[config.mk]
export PLATFORM = sky130hd
export DESIGN_NAME = easyaxi_ar_arb_flat
export DESIGN_NICKNAME = d
export VERILOG_FILES = /design/src/rtl/easyaxi_ar_arb_pkg.sv /design/src/rtl/easyaxi_ar_arb_if.sv /design/src/rtl/easyaxi_rr_pick.sv /design/src/rtl/easyaxi_ar_arb.sv /design/src/flat_wrapper.sv
export SDC_FILE = /design/constraint.sdc
export NUM_CORES = 1
export LEC_CHECK = 0
export BUFFER_PORTS_ARGS = -buffer_cell sky130_fd_sc_hd__buf_2
export CORE_MARGIN = 2
export CORE_UTILIZATION = 35
export DETAILED_ROUTE_END_ITERATION = 12
export PLACE_DENSITY = 0.68
export SLEW_MARGIN = 15
export SYNTH_ARGS = -nofsm -noshare
export SYNTH_HDL_FRONTEND = slang
export SYNTH_SLANG_ARGS = --single-unit
[constraint.sdc]
create_clock -name clk -period 2.19 [get_ports clk]
set_input_delay 0.438 -clock clk [delete_from_list [all_inputs] [get_ports clk]]
set_output_delay 0.438 -clock clk [all_outputs]
set_load 0.1 [all_outputs]
[src/rtl/easyaxi_ar_arb_pkg.sv]
// -----------------------------------------------------------------------------
// easyaxi_ar_arb_pkg
//   Shared constants and types for the AR-channel arbiter slice.
//   The AXI width defines are guarded, so an earlier easyaxi_define.v that
//   already sets them takes precedence over the fallbacks here.
//   No ports (package).
// -----------------------------------------------------------------------------
`ifndef AXI_ID_WIDTH
`define AXI_ID_WIDTH 4
`endif
`ifndef AXI_ADDR_WIDTH
`define AXI_ADDR_WIDTH 16
`endif
`ifndef AXI_MST_NUM
`define AXI_MST_NUM 2
`endif
`ifndef AXI_OUTST_MAX
`define AXI_OUTST_MAX 8
`endif

package easyaxi_ar_arb_pkg;

    localparam int ID_W          = `AXI_ID_WIDTH;
    localparam int ADDR_W        = `AXI_ADDR_WIDTH;
    localparam int DEF_MST_NUM   = `AXI_MST_NUM;
    localparam int DEF_OUTST_MAX = `AXI_OUTST_MAX;

    // IDLE: looking for a winner. HOLD: presenting the winner downstream.
    typedef enum logic {
        ST_IDLE = 1'b0,
        ST_HOLD = 1'b1
    } ar_state_e;

endpackage

[src/rtl/easyaxi_ar_arb_if.sv]
// -----------------------------------------------------------------------------
// easyaxi_ar_arb_if
//   Bundles the upstream (per-master) AR handshakes and the single downstream
//   AR port.
//   modport master : arbiter side (it is the AXI master of the downstream port
//                    and the acceptor of the upstream requests).
//   modport slave  : environment side (upstream masters + downstream slave).
//   mst_arvalid/arready [MST_NUM]    per-master handshake
//   mst_arid            [MST_NUM*ID] packed IDs, master i in slice i
//   mst_araddr          [MST_NUM*AW] packed addresses
//   slv_arvalid/arready              downstream handshake
//   slv_arid            [ID+SEL_W]   {master index, original ID}
//   slv_araddr          [AW]         downstream address
// -----------------------------------------------------------------------------
interface easyaxi_ar_arb_if
    import easyaxi_ar_arb_pkg::*;
#(
    parameter int MST_NUM = DEF_MST_NUM,
    parameter int SEL_W   = 1
) ();

    logic [MST_NUM-1:0]        mst_arvalid;
    logic [MST_NUM-1:0]        mst_arready;
    logic [MST_NUM*ID_W-1:0]   mst_arid;
    logic [MST_NUM*ADDR_W-1:0] mst_araddr;

    logic                      slv_arvalid;
    logic                      slv_arready;
    logic [ID_W+SEL_W-1:0]     slv_arid;
    logic [ADDR_W-1:0]         slv_araddr;

    modport master (
        input  mst_arvalid, mst_arid, mst_araddr, slv_arready,
        output mst_arready, slv_arvalid, slv_arid, slv_araddr
    );

    modport slave (
        output mst_arvalid, mst_arid, mst_araddr, slv_arready,
        input  mst_arready, slv_arvalid, slv_arid, slv_araddr
    );

endinterface

[src/rtl/easyaxi_rr_pick.sv]
// -----------------------------------------------------------------------------
// easyaxi_rr_pick
//   Combinational round-robin pick: first set bit of req searching upward
//   from ptr, wrapping modulo MST_NUM.
//   req     [MST_NUM] request vector
//   ptr     [SEL_W]   highest-priority index this cycle (must be < MST_NUM)
//   gnt_oh  [MST_NUM] one-hot winner (zero when no request)
//   gnt_idx [SEL_W]   binary winner index (zero when no request)
//   any               at least one request present
// -----------------------------------------------------------------------------
module easyaxi_rr_pick #(
    parameter int MST_NUM = 2,
    parameter int SEL_W   = 1
) (
    input  logic [MST_NUM-1:0] req,
    input  logic [SEL_W-1:0]   ptr,
    output logic [MST_NUM-1:0] gnt_oh,
    output logic [SEL_W-1:0]   gnt_idx,
    output logic               any
);

    logic [MST_NUM-1:0]   mask;
    logic [2*MST_NUM-1:0] dbl;
    logic                 found;

    // Low half holds only requests at or above ptr; high half holds all of
    // them. A plain lowest-bit search over the concatenation then yields the
    // wrapped round-robin winner.
    always_comb begin
        for (int i = 0; i < MST_NUM; i++) begin
            mask[i] = (i >= int'(ptr));
        end
        dbl = {req, req & mask};
    end

    always_comb begin
        gnt_oh  = '0;
        gnt_idx = '0;
        found   = 1'b0;
        for (int i = 0; i < MST_NUM; i++) begin
            if (!found && dbl[i]) begin
                found      = 1'b1;
                gnt_oh[i]  = 1'b1;
                gnt_idx    = SEL_W'(i);
            end
        end
        for (int i = 0; i < MST_NUM; i++) begin
            if (!found && dbl[i+MST_NUM]) begin
                found      = 1'b1;
                gnt_oh[i]  = 1'b1;
                gnt_idx    = SEL_W'(i);
            end
        end
    end

    assign any = |req;

endmodule

[src/rtl/easyaxi_ar_arb.sv]
// -----------------------------------------------------------------------------
// easyaxi_ar_arb
//   N-to-1 AXI AR arbiter. Round-robin picks one master, the request is held
//   in a single output register until the downstream slave accepts it, and
//   the master index is prepended to the ID so read data can be routed back.
//   An outstanding-read counter blocks new grants at OUTST_MAX.
//   clk, rst_n       clock, async active-low reset
//   enable           0 blocks new grants (a held request still completes)
//   bus              AR handshakes (see easyaxi_ar_arb_if)
//   rd_done          one pulse per completed read
//   outst_cnt        reads currently in flight
//   err_underflow    sticky: rd_done seen while nothing was in flight
// -----------------------------------------------------------------------------
module easyaxi_ar_arb
    import easyaxi_ar_arb_pkg::*;
#(
    parameter int MST_NUM   = DEF_MST_NUM,
    parameter int SEL_W     = 1,
    parameter int OUTST_MAX = DEF_OUTST_MAX,
    parameter int CNT_W     = 4
) (
    input  logic                    clk,
    input  logic                    rst_n,
    input  logic                    enable,
    easyaxi_ar_arb_if.master        bus,
    input  logic                    rd_done,
    output logic [CNT_W-1:0]        outst_cnt,
    output logic                    err_underflow
);

    localparam logic [CNT_W-1:0] OUTST_LIM = CNT_W'(OUTST_MAX);

    typedef struct packed {
        logic [SEL_W-1:0]  idx;
        logic [ID_W-1:0]   id;
        logic [ADDR_W-1:0] addr;
    } ar_req_t;

    ar_state_e                          state;
    ar_req_t                            held;
    logic                               arvalid_q;
    logic [SEL_W-1:0]                   rr_ptr;

    logic [MST_NUM-1:0][ID_W-1:0]       id_arr;
    logic [MST_NUM-1:0][ADDR_W-1:0]     addr_arr;
    logic [MST_NUM-1:0]                 gnt_oh;
    logic [SEL_W-1:0]                   gnt_idx;
    logic                               any;
    logic                               grant_ok;
    logic                               slv_hs;

    assign id_arr   = bus.mst_arid;
    assign addr_arr = bus.mst_araddr;

    easyaxi_rr_pick #(
        .MST_NUM (MST_NUM),
        .SEL_W   (SEL_W)
    ) u_pick (
        .req     (bus.mst_arvalid),
        .ptr     (rr_ptr),
        .gnt_oh  (gnt_oh),
        .gnt_idx (gnt_idx),
        .any     (any)
    );

    // grant_ok doubles as the upstream handshake: ready is only raised on a
    // line whose valid is already high. rst_n gating keeps ready low in reset.
    assign grant_ok = rst_n & (state == ST_IDLE) & enable
                    & (outst_cnt < OUTST_LIM) & any;
    assign bus.mst_arready = grant_ok ? gnt_oh : '0;

    assign slv_hs          = arvalid_q & bus.slv_arready;
    assign bus.slv_arvalid = arvalid_q;
    assign bus.slv_arid    = {held.idx, held.id};
    assign bus.slv_araddr  = held.addr;

    // Pointer moves past the winner only once it has left downstream, so a
    // stalled slave cannot cause a master to be skipped.
    always_ff @(posedge clk or negedge rst_n) begin
        if (!rst_n) begin
            state     <= ST_IDLE;
            held      <= '0;
            arvalid_q <= 1'b0;
            rr_ptr    <= '0;
        end else begin
            case (state)
                ST_IDLE: begin
                    if (grant_ok) begin
                        held.idx  <= gnt_idx;
                        held.id   <= id_arr[gnt_idx];
                        held.addr <= addr_arr[gnt_idx];
                        arvalid_q <= 1'b1;
                        state     <= ST_HOLD;
                    end
                end
                ST_HOLD: begin
                    if (slv_hs) begin
                        arvalid_q <= 1'b0;
                        rr_ptr    <= (held.idx == SEL_W'(MST_NUM-1)) ? '0
                                                                     : held.idx + 1'b1;
                        state     <= ST_IDLE;
                    end
                end
                default: state <= ST_IDLE;
            endcase
        end
    end

    // Grant and completion in one cycle cancel. A completion with nothing
    // in flight leaves the count at zero and latches the error flag.
    always_ff @(posedge clk or negedge rst_n) begin
        if (!rst_n) begin
            outst_cnt     <= '0;
            err_underflow <= 1'b0;
        end else if (grant_ok && !rd_done) begin
            outst_cnt <= outst_cnt + 1'b1;
        end else if (rd_done && !grant_ok) begin
            if (outst_cnt == '0) begin
                err_underflow <= 1'b1;
            end else begin
                outst_cnt <= outst_cnt - 1'b1;
            end
        end
    end

endmodule

[src/flat_wrapper.sv]
// flat-port wrapper written by rule: the top's interface ports become plain ports
module easyaxi_ar_arb_flat import easyaxi_ar_arb_pkg::*;
#(
    parameter int MST_NUM   = DEF_MST_NUM,
    parameter int SEL_W     = 1,
    parameter int OUTST_MAX = DEF_OUTST_MAX,
    parameter int CNT_W     = 4
)
  (clk, rst_n, enable, rd_done, outst_cnt, err_underflow, bus_mst_arvalid, bus_mst_arid, bus_mst_araddr, bus_slv_arready, bus_mst_arready, bus_slv_arvalid, bus_slv_arid, bus_slv_araddr);
  easyaxi_ar_arb_if #(.MST_NUM(MST_NUM), .SEL_W(SEL_W)) bus_i ();
  input  logic clk;
  input  logic rst_n;
  input  logic enable;
  input  logic rd_done;
  output logic [CNT_W-1:0] outst_cnt;
  output logic err_underflow;
  input wire logic [$bits(bus_i.mst_arvalid)-1:0] bus_mst_arvalid;
  input wire logic [$bits(bus_i.mst_arid)-1:0] bus_mst_arid;
  input wire logic [$bits(bus_i.mst_araddr)-1:0] bus_mst_araddr;
  input wire logic [$bits(bus_i.slv_arready)-1:0] bus_slv_arready;
  output wire logic [$bits(bus_i.mst_arready)-1:0] bus_mst_arready;
  output wire logic [$bits(bus_i.slv_arvalid)-1:0] bus_slv_arvalid;
  output wire logic [$bits(bus_i.slv_arid)-1:0] bus_slv_arid;
  output wire logic [$bits(bus_i.slv_araddr)-1:0] bus_slv_araddr;
  assign bus_i.mst_arvalid = bus_mst_arvalid;
  assign bus_i.mst_arid = bus_mst_arid;
  assign bus_i.mst_araddr = bus_mst_araddr;
  assign bus_i.slv_arready = bus_slv_arready;
  assign bus_mst_arready = bus_i.mst_arready;
  assign bus_slv_arvalid = bus_i.slv_arvalid;
  assign bus_slv_arid = bus_i.slv_arid;
  assign bus_slv_araddr = bus_i.slv_araddr;
  easyaxi_ar_arb #(.MST_NUM(MST_NUM), .SEL_W(SEL_W), .OUTST_MAX(OUTST_MAX), .CNT_W(CNT_W)) u_core (.clk(clk), .rst_n(rst_n), .enable(enable), .bus(bus_i), .rd_done(rd_done), .outst_cnt(outst_cnt), .err_underflow(err_underflow));
endmodule
; ---- Word level (Yosys, flattened, before mapping)
; Index checks and enable logic that the tools add are counted.
[classes]
n_div = 0
n_lt_le_gt_ge = 3
mux = 23
reduce_logical = 18
shift = 0
eq_ne = 3
n_bitwise = 8
addsub = 3
multipliers = 0
[op_table]
columns = op, n
row1 = two-way mux 16 bit, 2
row2 = two-way mux 4 bit, 5
row3 = two-way mux 1 bit, 13
row4 = AND reduction 2 bit, 4
row5 = AND 1 bit, 5
row6 = logical AND 1 bit, 5
row7 = logical NOT 1 bit, 5
row8 = adder 4 x 1 -> 4 bit (second input constant), 1
row9 = logical NOT 4 bit, 1
row10 = < comparator 4 bit (second input constant), 1
row11 = != test 2 x 1 -> 1 bit (second input constant), 2
row12 = one-hot mux 1 bit (2 select lines), 2
row13 = subtractor 4 x 1 -> 4 bit (second input constant), 1
row14 = AND reduction 3 bit, 1
row15 = AND 2 bit, 1
row16 = < comparator 1 x 2 -> 1 bit (second input constant), 1
row17 = two-way mux 2 bit, 1
row18 = != test 2 bit (second input constant), 1
row19 = NOT 1 bit, 2
row20 = nonzero test 2 bit, 1
row21 = OR reduction 2 bit, 1
row22 = adder 1 bit (second input constant), 1
row23 = greater-or-equal comparator 1 bit (first input constant), 1
[totals]
output_inout_bits = 29
register_bits = 29
memories = 0
ramBits = 0
latchBits = 0
input_bits = 47
rom_bits = 0

; ---- Longest topological paths before layout
[depth]
ltp_word = 14
mapped_depth = 10
ltp_nobuf = 10

; ---- By module
; Synthesis repeated with hierarchy kept, for this count alone.
[unflattened]
hier_cells = 142
area_unflattened_um2 = 1467.7
[by_module_without_submodules]
columns = mod, area_per_inst_um2, n_inst, seq_area_each_um2, cells_per_inst
row1 = easyaxi_ar_arb, 1435.1, 1, 725.7, 137
row2 = easyaxi_rr_pick, 32.5, 1, 0.0, 5

; ---- Worst setup path before layout
; Ideal clock, no wire load.
[synth_path]
path_type = flip-flop to output port
start = reg u_core.outst_cnt[3]
end = out bus_mst_arready[1]
path_buffers = 0
path_slack_ns = -0.799
arrival_time_ns = 2.551
path_stages_with_launch = 4
path_cell_list = dfrtp_1 -> nor2_1 -> o2111ai_2 -> nor2_1
[synth_between]
elab_chain_cells = 4
[synth_lines]
columns = item, line_no
row1 = "start, declared", easyaxi_ar_arb.sv:27  ; output logic [CNT_W-1:0] outst_cnt,
row2 = "start signal, assigned", easyaxi_ar_arb.sv:116  ; outst_cnt <= outst_cnt + 1'b1;
row3 = "start signal, assigned", easyaxi_ar_arb.sv:121  ; outst_cnt <= outst_cnt - 1'b1;
row4 = < comparator 4 bit, easyaxi_ar_arb.sv:69  ; & (outst_cnt < OUTST_LIM) & any;
row5 = AND 1 bit (2 in series), easyaxi_ar_arb.sv:69
row6 = two-way mux 2 bit, easyaxi_ar_arb.sv:70  ; assign bus.mst_arready = grant_ok ? gnt_oh : '0;
row7 = "end, declared", flat_wrapper.sv:21  ; output wire logic [$bits(bus_i.mst_arready)-1:0] bus_mst_arready;
; Every way passes these cells.

; ---- Worst setup path in the final report
[layout_path]
start = reg u_core.outst_cnt[3]
end = reg u_core.outst_cnt[3]
[layout_between]
elab_chain_cells = 7
word_cells_on_any_way = 15
[layout_lines]
columns = item, line_no
row1 = < comparator 4 bit, easyaxi_ar_arb.sv:69
row2 = AND 1 bit (2 in series), easyaxi_ar_arb.sv:69
row3 = logical NOT 1 bit, easyaxi_ar_arb.sv:117  ; end else if (rd_done && !grant_ok) begin
row4 = logical AND 1 bit, easyaxi_ar_arb.sv:117
row5 = nonzero test 2 bit (no source line), --
row6 = AND reduction 2 bit (no source line), --
; Parallel ways exist; a longest one is shown, timed or not. The select of a mux whose other input is x is not followed.
; A chain may end at the register's enable or synchronous reset.

==> out/qor.txt <==
Avg Inst Size Synth - 10.4 um^2
synthesized area - 0.00141 mm^2
Fin. Hold Viols - 0
post-synthesis cell count - 136
Reg2Reg Setup Slack - 90 ps
post-synthesis sequential area ratio - 51.4%
vias in the first global route - 1112
routed vias - 1239
HP Class - in2async
worst-path cell with the longest stage delay - dfrtp_4
Final Max Slew Viols - 0
wire length per cell - 11.6 um
Critical Path RT - 2350 ps
top_reg_cell synth - dfrtp_1
Synth Register Bits - 29
n_diodes - 0
proportion of layout cells with a drive suffix above 1 - 49.3%
critical path class - reg2reg
multi-input logic area - 698 um^2
total track usage - 14.7%
initial antenna violation count - 0
Final GP Congestion - 0.678
Critical Path Max Stage Delay - 480 ps
Clock H-tree levels - 2
setup_tns - 0 ps
first-pass GRT wire length - 4.89 mm
clk_skew - 2.37 ps
Setup-failing EPs final - 0
# clock sinks - 29
largest net degree at the start of global routing - 46
drt drc - 0
Post-synth top cells - dfrtp_1, nand2_1, o21ai_0
FP Rows - 23
Initial Util - 35.8%
max_slew headroom - 66.9%
placed wire-length estimate - 2.43 mm
FF-to-FF path depth - 10
Root Driver - clkbuf_8
Startpoint Class - flop
worst reg2reg startpoint - u_core.outst_cnt[3]
Net count, final - 274
Die ar. - 0.00456 mm^2
IO Count - 76
Arr. time, crit path - 2260 ps
DRT Pass-1 Iters - 2
FF-to-FF End - u_core.outst_cnt[3]
port bufs - 75
GRT overflow - 0
Max clock buf depth - 2
Max Cap Viol - 0
synth top area cells - dfrtp_1, mux2i_1, o21ai_0
FF/Latch Area - 729 um^2
synth warn - 0
final period utilization - 95.7%
Mapped Nets - 188
fill count - 376
die height - 67.5 um
Slew @ Worst Pin - 500 ps
RSZ-0062 raised after global routing - yes
1st-iter DRT viols - 21
Setup crit end kind - flop
outcome - completed
vias per cell - 4.54
TritonCTS clock tree - done
worst-path cell chain - nor2_4, o2111ai_4, inv_2, ha_4, inv_2, ha_4, a21oi_2, a211oi_1, a31oi_1, mux2_2
Post-CTS Setup Bufs - 0
asr flop ratio synth - 100%
Die Width - 67.5 um
WL final - 3.18 mm
Synth top area share - 51.4%
core area - 0.00394 mm^2
cell accounting for the most synthesized area - dfrtp_1
CTS clk-pin slew, worst paths - 60 ps
clock latency at the later pin of the worst-skew pair - 270 ps
max frequency - 477 MHz
Num CTS Buffers - 5
Final Critical Period - 2100 ps
Layout area overhead - 48.0%
Distinct cells, synth - 25
crit-path max FO - 3
EDFF count, synth - 0
ANT nets after route - 0
[critical path: cells and delay by family, from the launching register on]
kind                     cells  cell delay [ps]
AND/OR/NAND/NOR              1              100
multiplexers                 1              350
buffers and inverters        2              150
AO/OA/AOI/OAI                4              510
flip-flops                   1              480
adder cells (fa/ha/maj)      2              390
[worst max path at each step]
stage	startpoint	to	slack, ps	cells after the start
3_3_place_gp	bus_mst_arvalid[0]	u_core.outst_cnt[1]	-60	8
2_1_floorplan	u_core.outst_cnt[3]	u_core.outst_cnt[3]	-180	10
3_5_place_dp	bus_mst_arvalid[0]	u_core.outst_cnt[1]	-80	8
4_1_cts	u_core.outst_cnt[3]	u_core.outst_cnt[3]	20	10
6_report	u_core.outst_cnt[3]	u_core.outst_cnt[3]	90	10
5_1_grt	u_core.outst_cnt[3]	u_core.outst_cnt[3]	-30	10
[flip-flops by register name, summed over array words and instances (netlist names)]
name                    count
u_core.bus.slv_arvalid      1
u_core.err_underflow        1
u_core.bus.slv_araddr      16
u_core.outst_cnt            4
u_core.rr_ptr               1
u_core.state                1
u_core.bus.slv_arid         5
[area by class of cell]
type	count	area share (%)
clock inverter	1	0.239
inverter	4	0.718
clock buffer	7	4.61
tap	50	2.99
timing repair buffer	85	23.2
sequential	29	34.9
multi-input combinational	97	33.4
[through the flow]
stage / cell area, um^2 / hold slack [ps] / utilization (%) / setup slack [ps] / instances
2_1_floorplan: 1460 / 142 / - / -177 / 136
3_3_place_gp: 1980 / 448 / 50.1 / -61.6 / 265
3_5_place_dp: 1980 / 449 / 50.1 / -76.5 / 265
4_1_cts: 2090 / 240 / 52.9 / 19.1 / 273
5_1_grt: 2090 / 250 / 53.0 / -31.7 / 273
6_report: 2090 / 227 / 53.0 / 94.2 / 273
[routing by layer]
layer	global-route usage [%]	vias to the layer above	share of wire, %
met5	0	-	0
met4	6.89	0	1.4
li1	-	638	-
met2	22.7	51	47
met1	19.2	543	43
met3	3.83	7	8.2
[repair_timing]
item	CTS	global route
setup endpoints to repair	1	2
gates cloned	0	0
endpoints found under the hold margin	0	0
hold buffers	0	0
gates resized for setup	1	2
pin swaps	1	1
[logic make-up after synthesis]
logic type | share of synthesized area [%]
flops | 51.4
fa+ha+maj | 4.96
xor+xnor | 0.620
simple gates | 11.5
mux | 16.0
compound gates | 12.3
buf+inv | 3.19
[cells in the final DEF, fill, tap and decap left out]
cell type	Yosys	final
nand3_2	0	1
nand2_1	29	29
dfrtp_4	0	1
clkbuf_8	0	7
o21ai_2	1	1
xnor2_1	1	1
clkinv_2	0	1
buf_4	2	9
or4_1	1	1
nor2_2	1	2
buf_6	0	1
mux2i_1	20	20
and2_2	0	1
inv_2	0	2
dfrtp_1	29	28
mux2_2	1	1
buf_12	0	2
a21o_2	1	1
a21oi_2	0	1
fa_1	1	1
o21ai_0	23	23
nor2_1	4	2
a31oi_1	1	1
a211oi_1	1	1
ha_1	4	2
nand3_1	2	1
inv_1	4	2
or2_4	1	1
o2111ai_4	0	1
ha_4	0	2
nor2_4	0	1
buf_2	0	73
a21o_1	1	1
mux2_4	1	1
Power is left out: the tool's default activity adds up to more than one toggle a clock period on the data nets, which glitch-free logic cannot reach.
